### config.mk
export PLATFORM = sky130hd
export DESIGN_NAME = snn_output_decoder
export DESIGN_NICKNAME = d
export VERILOG_FILES = /design/src/rtl/snn_output_decoder.sv
export SDC_FILE = /design/constraint.sdc
export NUM_CORES = 1
export LEC_CHECK = 0
export CAP_MARGIN = 20
export CORE_ASPECT_RATIO = 1.5
export CORE_UTILIZATION = 55
export DETAILED_ROUTE_END_ITERATION = 6
export DONT_BUFFER_PORTS = 1
export PLACE_DENSITY = 0.79
export SYNTH_ARGS = -nofsm -noshare
export SYNTH_HDL_FRONTEND = slang
export SYNTH_SLANG_ARGS = --single-unit
export TNS_END_PERCENT = 20
### constraint.sdc
create_clock -name clk -period 7.05 [get_ports clk]
set_clock_uncertainty 0.15 [all_clocks]
set_input_delay 0.3525 -clock clk [delete_from_list [all_inputs] [get_ports clk]]
set_output_delay 0.3525 -clock clk [all_outputs]
set_load 0.01 [all_outputs]
### src/rtl/snn_output_decoder.sv
// Spike-count decoder for the two SNN output neurons: counts spikes over one run,
// picks the winning class at end of run and hands it over on a valid/ready handshake.
module snn_output_decoder #(
    parameter int CNT_W   = 8,
    parameter int TIMEOUT = 4096,
    parameter int TO_W    = 13
) (
    input  logic             clk,
    input  logic             rst,
    input  logic             run_start,
    input  logic             opnu1_spike,
    input  logic             opnu2_spike,
    input  logic             hold,
    input  logic             done,
    output logic             result_valid,
    input  logic             result_ready,
    output logic [1:0]       result_class,
    output logic [CNT_W-1:0] count1,
    output logic [CNT_W-1:0] count2,
    output logic             saturated,
    output logic             timed_out,
    output logic             busy
);

    typedef enum logic [1:0] {IDLE, COUNT, REPORT} state_t;

    localparam logic [CNT_W-1:0] CNT_MAX  = '1;
    localparam logic [TO_W-1:0]  TO_LIMIT = TO_W'(TIMEOUT);

    state_t            state, state_nxt;
    logic [TO_W-1:0]   to_cnt, to_nxt;
    logic [CNT_W-1:0]  c1_nxt, c2_nxt;
    logic              active, inc1, inc2, hit1, hit2, to_hit, finish;

    function automatic logic [1:0] class_of(input logic [CNT_W-1:0] a,
                                            input logic [CNT_W-1:0] b);
        if (a == '0 && b == '0) return 2'b00;
        else if (a > b)         return 2'b01;
        else if (b > a)         return 2'b10;
        else                    return 2'b11;
    endfunction

    // Next counter values include the current cycle, so a spike arriving with done is scored.
    always_comb begin
        active = (state == COUNT) && !hold;
        inc1   = active && opnu1_spike;
        inc2   = active && opnu2_spike;
        hit1   = inc1 && (count1 == CNT_MAX);
        hit2   = inc2 && (count2 == CNT_MAX);
        c1_nxt = (inc1 && !hit1) ? count1 + 1'b1 : count1;
        c2_nxt = (inc2 && !hit2) ? count2 + 1'b1 : count2;
        to_nxt = active ? to_cnt + 1'b1 : to_cnt;
        to_hit = (TIMEOUT != 0) && active && (to_nxt == TO_LIMIT);
        finish = (state == COUNT) && (done || to_hit);
    end

    always_comb begin
        state_nxt = state;
        case (state)
            IDLE:    if (run_start)    state_nxt = COUNT;
            COUNT:   if (finish)       state_nxt = REPORT;
            REPORT:  if (result_ready) state_nxt = IDLE;
            default:                   state_nxt = IDLE;
        endcase
    end

    always_ff @(posedge clk or posedge rst) begin
        if (rst) state <= IDLE;
        else     state <= state_nxt;
    end

    // Result fields persist through REPORT and IDLE; only run_start clears them.
    always_ff @(posedge clk or posedge rst) begin
        if (rst) begin
            count1       <= '0;
            count2       <= '0;
            to_cnt       <= '0;
            saturated    <= 1'b0;
            timed_out    <= 1'b0;
            result_class <= 2'b00;
        end else begin
            case (state)
                IDLE: begin
                    if (run_start) begin
                        count1       <= '0;
                        count2       <= '0;
                        to_cnt       <= '0;
                        saturated    <= 1'b0;
                        timed_out    <= 1'b0;
                        result_class <= 2'b00;
                    end
                end
                COUNT: begin
                    count1 <= c1_nxt;
                    count2 <= c2_nxt;
                    to_cnt <= to_nxt;
                    if (hit1 || hit2)     saturated    <= 1'b1;
                    if (finish)           result_class <= class_of(c1_nxt, c2_nxt);
                    if (to_hit && !done)  timed_out    <= 1'b1;
                end
                default: ;
            endcase
        end
    end

    assign result_valid = (state == REPORT);
    assign busy         = (state != IDLE);

endmodule

==> run metrics <==
status complete, no violations; Clk Latency, worst-skew pair 0.29 ns; n_diodes 0; Clock Power Share 24.6%; sw frac 40.1%; antenna viol nets, final 0; total wire length 6.33 mm; gr usage total 27.0%; largest cells by area after synthesis dfrtp_1 (33%), ha_1 (4.2%), nor2_1 (3.7%); FF+latch count, synth 35; I/O pin cnt 30; final core occ 61.0%; cell count after synthesis 294; Port Buffers 0; crit path from state[1]; share of cells above drive strength 1 14.2%; Flop pwr share 35.4%; Static Leak 1.13 nW; H-tree levels 2; DRC violations left 0; cell depth of the worst setup path 11; Crit path top cell by count a21oi_1; r2r setup slk 3.54 ns; startpoint types flop; Mapped Area 0.00266 mm^2; vias in the first global route 2,204; Setup TNS Final 0 ns; max-cap violations 0; DR vias 2,245; Ys Warns 0; area leader, netlist dfrtp_1; first-pass GRT wire length 10.4 mm; CTS Sinks 35; synth unique cells 71; worst min-delay path class in2reg; unrepaired setup endpoints after global routing no; Relative slew margins 28.6%; total CTS buffers 5; 1st-iter DRT viols 147; width of the die 58.8 um; Slowest cell on crit path nor4bb_2; CP bufs+invs 0; WP data required 7.07 ns; period utilisation layout 49.8%; post-synthesis sequential area ratio 32.9%; Final Hold Viols 0; Async S/R FF share, synth 100%; Final HPWL DP 4.68 mm; nets 304; Setup CP Type reg2reg; final setup vio count 0; critical path's largest stage delay 0.96 ns; depth of the worst register-to-register path 11; R2R Path Start state[1]; largest net degree at the start of global routing 36; die height 87.2 um; worst-path maximum fanout 12; PwrDens 276 mW/mm^2; part of the power in combinational logic 40.0%; most common cell in the netlist dfrtp_1; Crit. End Element flop; Slew Limit Fails 0; design area 0.00279 mm^2; area of the multi-input gates 0.00165 mm^2; Pint 0.000462 W; Crit Reg-Reg Endpoint result_class[1]; worst-path cell chain nor4bb_2 > o21ai_4 > nor2_1 > xnor2_1 > ha_1 > a21oi_1 > nand2_1 > a21o_1 > a21oi_1 > a21boi_0 > o32ai_2; Remaining Overflow, GRT 0; Initial Util 58.1%; drt pass-1 iters 4; area share of the largest cell type after synthesis 32.9%; Root Buffer clkbuf_8; FMAX 285 MHz; Synth top cells by count dfrtp_1 (35), nor2_1 (26), nand2_1 (21), o21ai_0 (19), a21oi_1 (16); Syn Nets 311; Data arrival, critical path 3.53 ns; vias per cell 6.38; NetSw 0.000309 W; Post-synth EDFFs 0; DR WL/cell 18.0 um; maximum vdd drop 142 uV; Placed Area 0.00267 mm^2; CP top delay family simple AND/OR/NAND/NOR gates; Worst Setup EP result_class[1]; Std-Cell Rows 30; Tightest Pin Transition 1.06 ns; Die Area 0.00513 mm^2; initial antenna violation count 0; CTS Buffer Depth 2; syn avg cell area 9.06 um^2; FF+latch area 876 um^2; routability cong. 0.902; Final min period 3.51 ns; ys flop type dfrtp_1; # resized after CTS 0; Area Overhead vs Synth 4.93%; Core Box Area 0.00458 mm^2; CTS tree yes; clock slew at reported path FFs 0.08 ns; filler cell count 412
-- per-stage QoR --
stage	instances	power, W	setup WS, ns	hold WS (ns)
finish	352	0.000771	3.54	0.00810
floorplan	294	0.000516	4.20	0.310
CTS	352	0.000772	3.58	0.00752
global route	352	0.000824	3.29	0.0107
detailed placement	343	0.000580	3.63	0.228
global placement	343	0.000569	3.72	0.227
-- layout by cell type (no fill, tap or decap), types with 6 or more instances in the layout --
master / instances
ha_1: 9
and2_1: 7
a31oi_1: 6
a21oi_1: 16
o21ai_0: 19
mux2i_1: 6
dfrtp_1: 35
nand2_1: 21
clkbuf_8: 6
nand3_1: 9
xnor2_1: 6
a22o_1: 6
inv_1: 13
nand4_1: 9
nor2_1: 26
-- power groups by stage --
stage                     clock, W  sequential [W]  combinational (W)
after floorplan                  0        0.000254           0.000262
after global placement           0        0.000273           0.000295
after detailed placement         0        0.000275           0.000305
after CTS                 0.000193        0.000271           0.000308
after global routing      0.000202        0.000278           0.000344
final                     0.000190        0.000273           0.000308
-- layout make-up --
type | count | share of cell area (%)
clock buffer | 6 | 2.96
clock inverter | 2 | 1.25
inverter | 13 | 1.75
multi-input combinational | 229 | 58.9
sequential | 35 | 31.3
tap | 64 | 2.87
timing repair buffer | 3 | 0.896
-- registers in the layout, summed over array words and instances (netlist names) --
signal        count
count2            8
to_cnt           13
saturated         1
result_class      2
timed_out         1
state             2
count1            8
-- timing repair --
item,4_1_cts,5_1_grt
endpoints found under the hold margin,35,0
setup buffers,0,0
hold buffers,1,0
-- cells by family (layout without fill, tap and decap cells) --
logic type	after synthesis	in the layout	share of synthesized area, %
XOR/XNOR	9	9	2.96
adder cells (fa/ha/maj)	10	10	4.61
multiplexers	11	11	4.93
AO/OA/AOI/OAI	80	80	21.3
buffers and inverters	30	24	5.50
flip-flops	35	35	32.9
AND/OR/NAND/NOR	119	119	27.8
-- routing by layer --
metal	global-route usage (%)	vias to the layer above	part of all wire, %
li1	-	1079	-
met1	29.7	1097	39
met2	49.9	55	55
met3	4.61	14	3.6
met4	10.8	0	2.2
met5	0	-	0
-- worst reg2reg max path: stages (launching register included) --
cell	delay, ns
dfrtp_1	0.50
nor4bb_2	0.96
o21ai_4	0.18
nor2_1	0.17
xnor2_1	0.18
ha_1	0.31
a21oi_1	0.13
nand2_1	0.08
a21o_1	0.17
a21oi_1	0.20
a21boi_0	0.27
o32ai_2	0.10
-- how the worst min path moves through the flow --
stage | slack (ns) | endpoint | start | cells past startpoint
after floorplan | 0.31 | state[1] | result_ready | 1
after global placement | 0.23 | count1[5] | rst | 2
after detailed placement | 0.23 | count1[4] | rst | 2
after CTS | 0.008 | state[1] | result_ready | 1
after global routing | 0.01 | state[1] | result_ready | 1
final | 0.008 | state[1] | result_ready | 1
No activity file was read; power rests on OpenSTA's default activity.
